File: config.mk
export PLATFORM = sky130hd
export DESIGN_NAME = serial_frame_rx_amisha
export DESIGN_NICKNAME = d
export VERILOG_FILES = /design/src/rtl/serial_frame_pkg_amisha.sv /design/src/rtl/sync_detect_amisha.sv /design/src/rtl/serial_frame_rx_amisha.sv
export SDC_FILE = /design/constraint.sdc
export NUM_CORES = 1
export LEC_CHECK = 0
export ABC_AREA = 1
export ABC_CLOCK_PERIOD_IN_PS = 4100
export BUFFER_PORTS_ARGS = -buffer_cell sky130_fd_sc_hd__buf_2
export CAP_MARGIN = 20
export CORE_MARGIN = 2
export CORE_UTILIZATION = 40
export CTS_CLUSTER_SIZE = 40
export DETAILED_ROUTE_END_ITERATION = 12
export GPL_ROUTABILITY_DRIVEN = 0
export GPL_TIMING_DRIVEN = 0
export SYNTH_ARGS = -nofsm -noshare
export SYNTH_HDL_FRONTEND = slang
export SYNTH_HIERARCHICAL = 1
export SYNTH_SLANG_ARGS = --single-unit
File: constraint.sdc
create_clock -name clk_amisha -period 4.1 [get_ports clk_amisha]
set_input_delay 0.82 -clock clk_amisha [delete_from_list [all_inputs] [get_ports clk_amisha]]
set_output_delay 0.82 -clock clk_amisha [all_outputs]
set_load 0.005 [all_outputs]
File: src/rtl/serial_frame_pkg_amisha.sv
// Shared types and default parameters for the serial frame receiver.
//  state_e      : receiver FSM states (HUNT for sync search, COLLECT for payload)
//  DEF_*        : default payload width, sync width and sync pattern
package serial_frame_pkg_amisha;

  typedef enum logic {
    HUNT    = 1'b0,
    COLLECT = 1'b1
  } state_e;

  localparam int unsigned DEF_DATA_W   = 8;
  localparam int unsigned DEF_SYNC_W   = 4;
  localparam logic [3:0]  DEF_SYNC_PAT = 4'b1011;

endpackage

File: src/rtl/sync_detect_amisha.sv
// Sync-pattern detector: SYNC_W-bit history shift register plus comparator.
//  clk, rst_n : clock, async active-low reset
//  shift_en   : shift bit_in into the history on this edge
//  clr        : zero the history on this edge (has priority over shift_en)
//  bit_in     : serial bit
//  match_c    : combinational; the history including bit_in equals SYNC_PAT
module sync_detect_amisha
  import serial_frame_pkg_amisha::*;
#(
  parameter int unsigned          SYNC_W   = DEF_SYNC_W,
  parameter logic [SYNC_W-1:0]    SYNC_PAT = DEF_SYNC_PAT
) (
  input  logic clk,
  input  logic rst_n,
  input  logic shift_en,
  input  logic clr,
  input  logic bit_in,
  output logic match_c
);

  logic [SYNC_W-1:0] hist_q;
  logic [SYNC_W-1:0] hist_d;
  logic [SYNC_W-1:0] hist_next_c;

  // The match looks at the history as it will be after this edge, so the
  // sampled bit counts and overlapping prefixes are found naturally.
  always_comb begin
    hist_next_c = {hist_q[SYNC_W-2:0], bit_in};
    hist_d      = hist_q;
    if (clr) begin
      hist_d = '0;
    end else if (shift_en) begin
      hist_d = hist_next_c;
    end
    match_c = shift_en && (hist_next_c == SYNC_PAT);
  end

  always_ff @(posedge clk or negedge rst_n) begin
    if (!rst_n) begin
      hist_q <= '0;
    end else begin
      hist_q <= hist_d;
    end
  end

endmodule

File: src/rtl/serial_frame_rx_amisha.sv
// Serial frame receiver: hunts for a sync pattern, deserializes DATA_W bits
// MSB first, and presents each word through a one-entry valid/ready holding
// register with a sticky overrun flag.
//  clk_amisha, reset_amisha : clock, async active-low reset
//  s_in_amisha, en_amisha   : serial bit and its sample strobe
//  data_amisha, valid_amisha, ready_amisha : output word handshake
//  sync_amisha              : high while collecting payload
//  overrun_amisha, clr_ovr_amisha : sticky dropped-word flag and its clear
module serial_frame_rx_amisha
  import serial_frame_pkg_amisha::*;
#(
  parameter int unsigned       DATA_W   = DEF_DATA_W,
  parameter int unsigned       SYNC_W   = DEF_SYNC_W,
  parameter logic [SYNC_W-1:0] SYNC_PAT = DEF_SYNC_PAT
) (
  input  logic              clk_amisha,
  input  logic              reset_amisha,
  input  logic              s_in_amisha,
  input  logic              en_amisha,
  output logic [DATA_W-1:0] data_amisha,
  output logic              valid_amisha,
  input  logic              ready_amisha,
  output logic              sync_amisha,
  output logic              overrun_amisha,
  input  logic              clr_ovr_amisha
);

  localparam int unsigned CNT_W = $clog2(DATA_W + 1);

  state_e              state_q, state_d;
  logic [DATA_W-1:0]   shreg_q, shreg_d;
  logic [CNT_W-1:0]    cnt_q,   cnt_d;
  logic [DATA_W-1:0]   data_q,  data_d;
  logic                valid_q, valid_d;
  logic                ovr_q,   ovr_d;

  logic                hunt_shift_c;
  logic                last_bit_c;
  logic                match_c;
  logic [DATA_W-1:0]   word_c;

  assign hunt_shift_c = en_amisha && (state_q == HUNT);
  assign last_bit_c   = en_amisha && (state_q == COLLECT) &&
                        (cnt_q == CNT_W'(DATA_W - 1));
  assign word_c       = {shreg_q[DATA_W-2:0], s_in_amisha};

  // History is cleared at frame end so a new sync cannot reuse payload bits.
  sync_detect_amisha #(
    .SYNC_W   (SYNC_W),
    .SYNC_PAT (SYNC_PAT)
  ) u_sync (
    .clk      (clk_amisha),
    .rst_n    (reset_amisha),
    .shift_en (hunt_shift_c),
    .clr      (last_bit_c),
    .bit_in   (s_in_amisha),
    .match_c  (match_c)
  );

  // Next-state, payload shift and handshake/overrun logic.
  always_comb begin
    state_d = state_q;
    shreg_d = shreg_q;
    cnt_d   = cnt_q;
    data_d  = data_q;
    valid_d = valid_q;
    ovr_d   = ovr_q;

    case (state_q)
      HUNT: begin
        if (match_c) begin
          state_d = COLLECT;
          cnt_d   = '0;
        end
      end
      COLLECT: begin
        if (en_amisha) begin
          shreg_d = word_c;
          if (last_bit_c) begin
            state_d = HUNT;
            cnt_d   = '0;
          end else begin
            cnt_d = cnt_q + CNT_W'(1);
          end
        end
      end
      default: state_d = HUNT;
    endcase

    if (clr_ovr_amisha) begin
      ovr_d = 1'b0;
    end

    // A completed word either loads, replaces an accepted word, or is dropped.
    if (!valid_q) begin
      if (last_bit_c) begin
        data_d  = word_c;
        valid_d = 1'b1;
      end
    end else if (ready_amisha) begin
      if (last_bit_c) begin
        data_d = word_c;
      end else begin
        valid_d = 1'b0;
      end
    end else if (last_bit_c) begin
      ovr_d = 1'b1;
    end
  end

  always_ff @(posedge clk_amisha or negedge reset_amisha) begin
    if (!reset_amisha) begin
      state_q <= HUNT;
      shreg_q <= '0;
      cnt_q   <= '0;
      data_q  <= '0;
      valid_q <= 1'b0;
      ovr_q   <= 1'b0;
    end else begin
      state_q <= state_d;
      shreg_q <= shreg_d;
      cnt_q   <= cnt_d;
      data_q  <= data_d;
      valid_q <= valid_d;
      ovr_q   <= ovr_d;
    end
  end

  assign data_amisha    = data_q;
  assign valid_amisha   = valid_q;
  assign sync_amisha    = (state_q == COLLECT);
  assign overrun_amisha = ovr_q;

endmodule

# --- After elaboration in Yosys (flattened, before gate mapping) ---
# Index checks and enable logic that the tools add are counted.
totals:
  output_inout_bits: 11
  regBits: 25
op_classes:
  eq_ne: 5
  addsub: 1
  n_mux: 20
  bitwise: 1
  n_reduce_logical: 7
op_table:
  columns: ["op", "count"]
  rows:
  - ["8-bit two-way mux", 3]
  - ["4-bit two-way mux", 3]
  - ["1-bit two-way mux", 10]
  - ["4-bit case mux with 2 select lines", 1]
  - ["3-bit two-way mux", 2]
  - ["2-bit inequality test, second input constant", 3]
  - ["4-bit by 1-bit adder with 4-bit output, second input constant", 1]
  - ["4-bit by 3-bit equality test with 1-bit output, second input constant", 1]
  - ["4-bit equality test, second input constant", 1]
  - ["1-bit logical AND", 4]
  - ["2-bit AND reduction", 2]
  - ["1-bit case mux with 2 select lines", 1]
  - ["2-bit nonzero test", 1]
  - ["1-bit inverter", 1]

# --- Depth between registers and ports, before layout ---
# Gate-level depths: netlist of run 1.
depth:
  depth_word: 5
  mapped_depth: 10
  ltp_nobuf: 10

# --- Cells and area by module ---
# Netlist of run 1, hierarchy kept.
by_module_without_submodules:
  columns: ["mod", "cells_each", "area_each_um2", "instances"]
  rows:
  - ["serial_frame_rx_amisha", 102, 967.2, 1]
  - ["sync_detect_amisha", 18, 138.9, 1]

# --- Worst setup path before layout of run 1 ---
# No wires, ideal clock.
synth_path:
  path_type: "in2reg"
  start: "input en_amisha"
  end: "register cnt_q[0]"
  slack_ns: 2.393
  stages: 10
  setup_time_ns: 0.065
  arrival_ns: 1.642
  n_path_buf: 0
  path_cell_list: "inv_1 -> nor2_1 -> nand2_1 -> nor2_1 -> nand2_1 -> nand2_1 -> inv_1 -> nor2_1 -> nand2_1 -> nand2_1"
synth_via:
  elab_cells_between_ends: 10
synth_lines:
  columns: ["item", "line_no", "text"]
  rows:
  - ["from (decl)", "serial_frame_rx_amisha.sv:19", "input logic en_amisha,"]
  - ["1-bit logical AND", "serial_frame_rx_amisha.sv:42", "assign hunt_shift_c = en_amisha && (state_q == HUNT);"]
  - ["via hunt_shift_c", "serial_frame_rx_amisha.sv:37", "logic hunt_shift_c;"]
  - ["1-bit logical AND", "sync_detect_amisha.sv:35", "match_c = shift_en && (hist_next_c == SYNC_PAT);"]
  - ["via match_c", "serial_frame_rx_amisha.sv:39", "logic match_c;"]
  - ["2-bit inequality test (no source line)", null, null]
  - ["2-bit AND reduction (no source line)", null, null]
  - ["to (signal assigned)", "serial_frame_rx_amisha.sv:122", "cnt_q <= cnt_d;"]
  - ["to (decl)", "serial_frame_rx_amisha.sv:32", "logic [CNT_W-1:0] cnt_q, cnt_d;"]
# The timed path passes the listed nets, and every way through them passes these cells. The select of a mux whose other input is x is not followed.
# A chain may end at the register's enable or synchronous reset.

# --- Final worst setup path of run 1 ---
layout_path:
  start: "register state_q (netlist: sync_amisha)"
  end: "output sync_amisha"
layout_lines:
  columns: ["item", "line_no", "text"]
  rows:
  - ["from (decl)", "serial_frame_rx_amisha.sv:30", "state_e state_q, state_d;"]
  - ["from (signal assigned)", "serial_frame_rx_amisha.sv:120", "state_q <= state_d;"]
  - ["to (decl)", "serial_frame_rx_amisha.sv:23", "output logic sync_amisha,"]
# No word-level cell between the ends.

==> results of run 1 <==
## registers in the layout (all words and copies together), names as in the netlist
signal and count:
overrun_amisha 1, cnt_q 4, shreg_q 7, valid_amisha 1
u_sync/hist_q 3, data_amisha 8, sync_amisha 1
## kinds of logic after synthesis
| kind of cell | after synthesis | share of synthesized area (%) |
|---|---|---|
| adders and majority gates | 1 | 1.13 |
| buffers and inverters | 20 | 7.47 |
| DFF | 25 | 56.6 |
| and+or+nand+nor | 57 | 24.7 |
| AOI/OAI and AO/OA | 17 | 10.2 |
## final timing paths
path	endpoint	slack (ns)	cells past startpoint
worst max register to register	cnt_q[0]$_DFFE_PN0P_	2.56	9
worst max-delay path	sync_amisha	2.34	1
worst min-delay path	sync_amisha$_DFF_PN0_	0.46	1
worst min register to register	data_amisha[7]$_DFFE_PN0P_	0.48	2
min in group clk_amisha	data_amisha[7]$_DFFE_PN0P_	0.48	2
max in group asynchronous	shreg_q[4]$_DFFE_PN0P_	3.26	1
## routing by layer
metal,GRT usage [%],up-vias,wire length (um)
met4,7.14,0,19
met5,0,-,0
met2,23.9,8,968
li1,-,420,-
met1,17.9,370,898
met3,2.07,2,56
## where the power goes
group	total, W	switching [W]	internal, W	leakage [nW]
sequential	0.000414	0.0000704	0.000343	0.326
clock	0.000112	0.0000755	0.0000365	0.0177
combinational	0.000259	0.000152	0.000107	0.344
## layout make-up
| class | count | area, um^2 |
|---|---|---|
| Sequential cell | 25 | 626 |
| Tap cell | 31 | 38.8 |
| Clock buffer | 3 | 22.5 |
| Inverter | 18 | 67.6 |
| Multi-Input combinational cell | 75 | 398 |
| Buffer | 2 | 15.0 |
| Fill cell | 266 | 1430 |
| Clock inverter | 1 | 5.00 |
| Timing Repair Buffer | 16 | 80.1 |
## through the flow
step	setup slack [ns]	util (%)	cell area (um^2)	power, W
4_1_cts	2.32	46.6	1250	0.000801
6_report	2.34	46.6	1250	0.000785
3_3_place_gp	2.13	45.6	1220	0.000673
5_1_grt	2.21	46.6	1250	0.000862
3_5_place_dp	2.05	45.6	1220	0.000687
2_1_floorplan	2.39	-	1110	0.000594
## layout by cell type (no fill, tap or decap), drive strengths merged
cell	count
nand2	39
a21oi	1
nand3	9
inv	18
o21ai	15
dfrtp	25
clkbuf	4
clkinv	1
ha	1
o22ai	1
nor2	7
nor3	1
nand4	1
buf	17
==> metrics.txt, run 1 <==
status completed; crit path from sync_amisha$_DFF_PN0_; LEAKAGE about 0.7 nW; placed cells approximately 170; root buf cell clkbuf_4; first-pass GRT wire length between 3 and 4 mm; Final Cycle Share a little over two fifths; CP peak stage delay around 0.46 ns; drt initial violations 16; crit start category register; Port Buffers 16; Worst EP required between 3 and 4 ns; Crit path max-delay family flip-flops; Synth cell types 20; CP Class register to output pin; Least-Margin Pin Slew ~0.56 ns; TritonCTS Buffers 3; FP Rows 19; IO Count 17; via count 800; 1st-pass router iterations 4; clk sinks 25; min cycle time layout about 1.8 ns; Fin Hold WS approximately 0.46 ns; FFs w/ async S/R, synth 100%; Worst slew margin roughly 63%; total core area roughly 0.0027 mm^2; Post-CTS Setup Inserts 0; clock-pin slew on the worst setup and hold paths around 0.15 ns; height of the chip ~57 um; CTS Hold Bufs 0; total grt overflow 0; initial antenna violation count 0; CP Data Arrival Time about 0.94 ns; number of enable flip-flop cells after synthesis 0; yosys warns 6; Max Slew Vio Count 0; largest net degree at the start of global routing 26; count leader, synth nand2_1; worst-skew pair later-pin latency approximately 0.32 ns; WL/cell ~11 um; CTS tree built; Post-Syn Instances 120; Worst VDD drop ~0.00033 V; area grow syn2layout 13.2%; Nets between 100 and 150; top cell type by total area after synthesis dfrtp_1; Yosys top cell area share 56.6%; Hold Crit Class input pin to asynchronous set/reset pin; Diodes inserted 0; vias in the first global route 840; overall routing resource usage 14.3%; synthesized area per cell 9.22 um^2; total wire length 1.94 mm; Cell Chain, Critical Path buf_2; CP max FO 5; Worst path slowest cell dfrtp_1; drt drc 0; post-synthesis cell area 0.00111 mm^2; Area contributors post-synth dfrtp_1, nand2_1, inv_1; ys flop type dfrtp_1; HPWL Detailed approximately 1.4 mm; PostCTS Resize Cnt 0; Reg-to-Reg Start sync_amisha$_DFF_PN0_; Die Wd approximately 57 um; Layout Cells excl Fill ~170; setup tns final 0 ns; Hold Vio Cnt, Final 0; layout cells sized above 1 around a quarter; full die area 0.00320 mm^2; PwrDens 627 mW/mm^2; CTS Buffer Depth 2; max cap viols 0; CP endpoint kind output pin; Setup-failing EPs final 0; Mapped Nets ~130; Clock Skew around 0.012 ns; initial core utilization 41.2%; CP bufs+invs 1; Final ANT Viol Nets 0; Via density around 4.7; CTS H-tree lvls 1; register area share after synthesis a little under three fifths; commonest cells in the netlist nand2_1, dfrtp_1, inv_1; flops & latches, synth 25; RSZ-0062 raised after global routing false; fmax ~0.57 GHz
Note: power is estimated with default switching activity, not from simulation.
==> inputs of run 2 (changes only) <==
--- a/config.mk
+++ b/config.mk
@@ -5,8 +5,8 @@
 export SDC_FILE = /design/constraint.sdc
 export NUM_CORES = 1
 export LEC_CHECK = 0
-export ABC_AREA = 1
-export ABC_CLOCK_PERIOD_IN_PS = 4100
+export ABC_AREA = 0
+export ABC_CLOCK_PERIOD_IN_PS = 1700
 export BUFFER_PORTS_ARGS = -buffer_cell sky130_fd_sc_hd__buf_2
 export CAP_MARGIN = 20
 export CORE_MARGIN = 2
==> constraint.sdc (replaced) <==
create_clock -name clk_amisha -period 1.7 [get_ports clk_amisha]
set_input_delay 0.34 -clock clk_amisha [delete_from_list [all_inputs] [get_ports clk_amisha]]
set_output_delay 0.34 -clock clk_amisha [all_outputs]
set_load 0.005 [all_outputs]
==> metrics.txt, run 2 <==
fmax approximately 0.63 GHz; via count 650 (-19%); reg2reg setup slack 0.12 ns (-2.44 ns); PwrDens 1340 mW/mm^2 (+110%); Hold Vio Cnt, Final 14 (+14); violated checks negative hold slack; Critical Path End data_amisha[7]$_DFFE_PN0P_; Worst VDD drop 0.000738 V (+130%); Setup-failing EPs final 0 (unchanged); CTS H-tree lvls 1 (unchanged); layout cells sized above 1 44.0% (+18 points); drt drc 0 (unchanged); Final Cycle Share 92.8%; Yosys top cell area share 58.3% (+1.8 points); IO Count 17 (unchanged); total core area 0.00250 mm^2 (-6.9%); Clock Skew 0.00291 ns (-0.00869 ns); CP endpoint kind register; Hold Crit Class input pin to asynchronous set/reset pin; clk sinks 25 (unchanged); r2r worst-path depth 5 (-4); Worst slew margin 63.4% (+0.84 points); drt initial violations 10 (-6); most frequent cells in the layout dfrtp_1, mux2_2, buf_2; first-pass GRT wire length 2.95 mm (-18%); CTS Hold Bufs 0 (unchanged); height of the chip 55.8 um (-1.4%); Reg-to-Reg Start cnt_q[0]$_DFFE_PN0P_; crit path from cnt_q[0]$_DFFE_PN0P_; switching share of total power 30.4% (-7.6 points); FP Rows 18 (-1); synthesized area per cell 13.7 um^2 (+49%); Fill cells 235 (-12%); worst setup margin 0.123 ns (-2.22 ns); Die Wd 55.8 um (-1.4%); total grt overflow 0 (unchanged); Mapped Nets 85 (-33%); max cap viols 0 (unchanged); HPWL Detailed 1.16 mm (-19%); Reg power frac 53.6% (+0.9 points); WL/cell 12.5 um (+10%); Nets 108 (-27%); top cell type by total area after synthesis dfrtp_1; post-synthesis cell area 0.00107 mm^2 (-3.1%); LEAKAGE 0.618 nW (-10%); 1st-pass router iterations 4 (unchanged); Via density 5.00 (+6.9%); min cycle time layout roughly 1.6 ns; CP max FO 8 (+3); Area contributors post-synth dfrtp_1, mux2_2, mux2i_1; Diodes inserted 0 (unchanged); Multi-input gate area 427 um^2 (+7.2%); Port Buffers 15 (-1); status complete, but fails checks; CTS Buffer Depth 2 (unchanged); Sw Pwr 0.000512 W (+72%); largest net degree at the start of global routing 26 (unchanged); number of enable flip-flop cells after synthesis 0 (unchanged); Final Cell Area 0.00126 mm^2 (+0.30%); commonest non-fill, non-tap cell in the layout dfrtp_1; initial core utilization 42.9% (+1.7 points); register area share after synthesis 58.3% (+1.8 points); Post-Syn Instances 78 (-35%); Worst R2R End data_amisha[7]$_DFFE_PN0P_; crit start category register; register area 626 um^2 (unchanged); Synth cell types 25 (+25%); internal power 0.00117 W (+140%); area grow syn2layout 17.2%; total wire length 1.63 mm (-16%); overall routing resource usage 12.0% (-2.3 points); CTS tree built; commonest cells in the netlist dfrtp_1, mux2_2, nor2_1; max reg flops 8 (unchanged); ys flop type dfrtp_1; worst-skew pair later-pin latency 0.31 ns (about the same); yosys warns 6 (unchanged); dpl ws -0.0149 ns (-2.07 ns); clock share of power 15.1% (+0.8 points); full die area 0.00311 mm^2 (-2.8%); root buf cell clkbuf_4; Max Slew Vio Count 0 (unchanged); Final Core Density 50.3% (+3.6 points); Worst EP required 1.91 ns (-1.37 ns); RSZ-0062 raised after global routing false; Least-Margin Pin Slew 0.548 ns (-0.0126 ns); vias in the first global route 655 (-22%); Comb power frac 31.4% (-1.6 points); TritonCTS Buffers 3 (unchanged); FFs w/ async S/R, synth 100% (unchanged); initial antenna violation count 0 (unchanged); flops & latches, synth 25 (unchanged); Final ANT Viol Nets 0 (unchanged); count leader, synth dfrtp_1; CP Class register to register; clock-pin slew on the worst setup and hold paths 0.12 ns (-0.03 ns); Post-DP Area 0.00118 mm^2 (-3.3%); CP Data Arrival Time 1.78 ns (+0.84 ns); Fin Hold WS -0.00525 ns (-0.465 ns)
-- run 2: metal layers --
layer / vias up / track usage, % / part of all wire (%)
met4: 0 / 2.09 / 0
met1: 316 / 16.3 / 51
met2: 13 / 18.2 / 44
met5: - / 0 / 0
li1: 321 / - / -
met3: 0 / 4.88 / 5.3
-- run 2: final cells by class --
type                            count  area share, %
Clock buffer                        4           2.09
Tap cell                           30           2.99
Multi-Input combinational cell     48           34.0
Timing Repair Buffer               18           8.77
Buffer                              2           1.49
Sequential cell                    25           49.8
Inverter                            3          0.896
-- run 2: what timing repair did --
item / 4_1_cts / 5_1_grt
resized for setup: 1 / 2
pin swaps: 1 / 0
gates cloned: 0 / 0
buffers inserted: 1 / 2
endpoints found under the setup margin: 10 / 10
-- run 2: worst max-delay path, cell delays in order (launching register included) --
cell	delay (ns)
dfrtp_1	0.40
ha_2	0.22
nand3b_1	0.12
nor3b_4	0.25
buf_12	0.15
mux2_2	0.33
-- run 2: cells by family (layout without fill, tap and decap cells) --
group	after synthesis	in the layout	synth area share, %
buffers and inverters	5	27	2.80
muxes	19	19	19.6
adders and majority gates	1	1	1.17
and+or+nand+nor	19	19	13.0
DFF	25	25	58.3
AOI/OAI and AO/OA	9	9	5.13
-- run 2: through the flow --
step	TNS, ns	power [W]	cells
global route	0	0.00182	130
detailed placement	-0.0852	0.00141	123
global placement	-0.00905	0.00140	123
CTS	0	0.00168	128
finish	0	0.00169	130
floorplan	0	0.00128	78
-- run 2: power by group through the flow --
stage               logic, W  registers [W]  clock network (W)
detailed placement  0.000490       0.000922                  0
CTS                 0.000496       0.000908           0.000272
floorplan           0.000384       0.000892                  0
global placement    0.000482       0.000915                  0
finish              0.000529       0.000903           0.000254
global route        0.000593       0.000932           0.000296
-- run 2: worst min path at each step --
stage                      start                    end  slack [ns]  cells after the start
floorplan           reset_amisha   cnt_q[0]$_DFFE_PN0P_        0.04                      0
global placement    reset_amisha   cnt_q[2]$_DFFE_PN0P_        0.36                      1
detailed placement  reset_amisha   cnt_q[2]$_DFFE_PN0P_        0.37                      1
CTS                 reset_amisha   cnt_q[2]$_DFFE_PN0P_        0.01                      1
global route        reset_amisha   cnt_q[2]$_DFFE_PN0P_        0.02                      1
finish              reset_amisha  sync_amisha$_DFF_PN0_      -0.005                      1
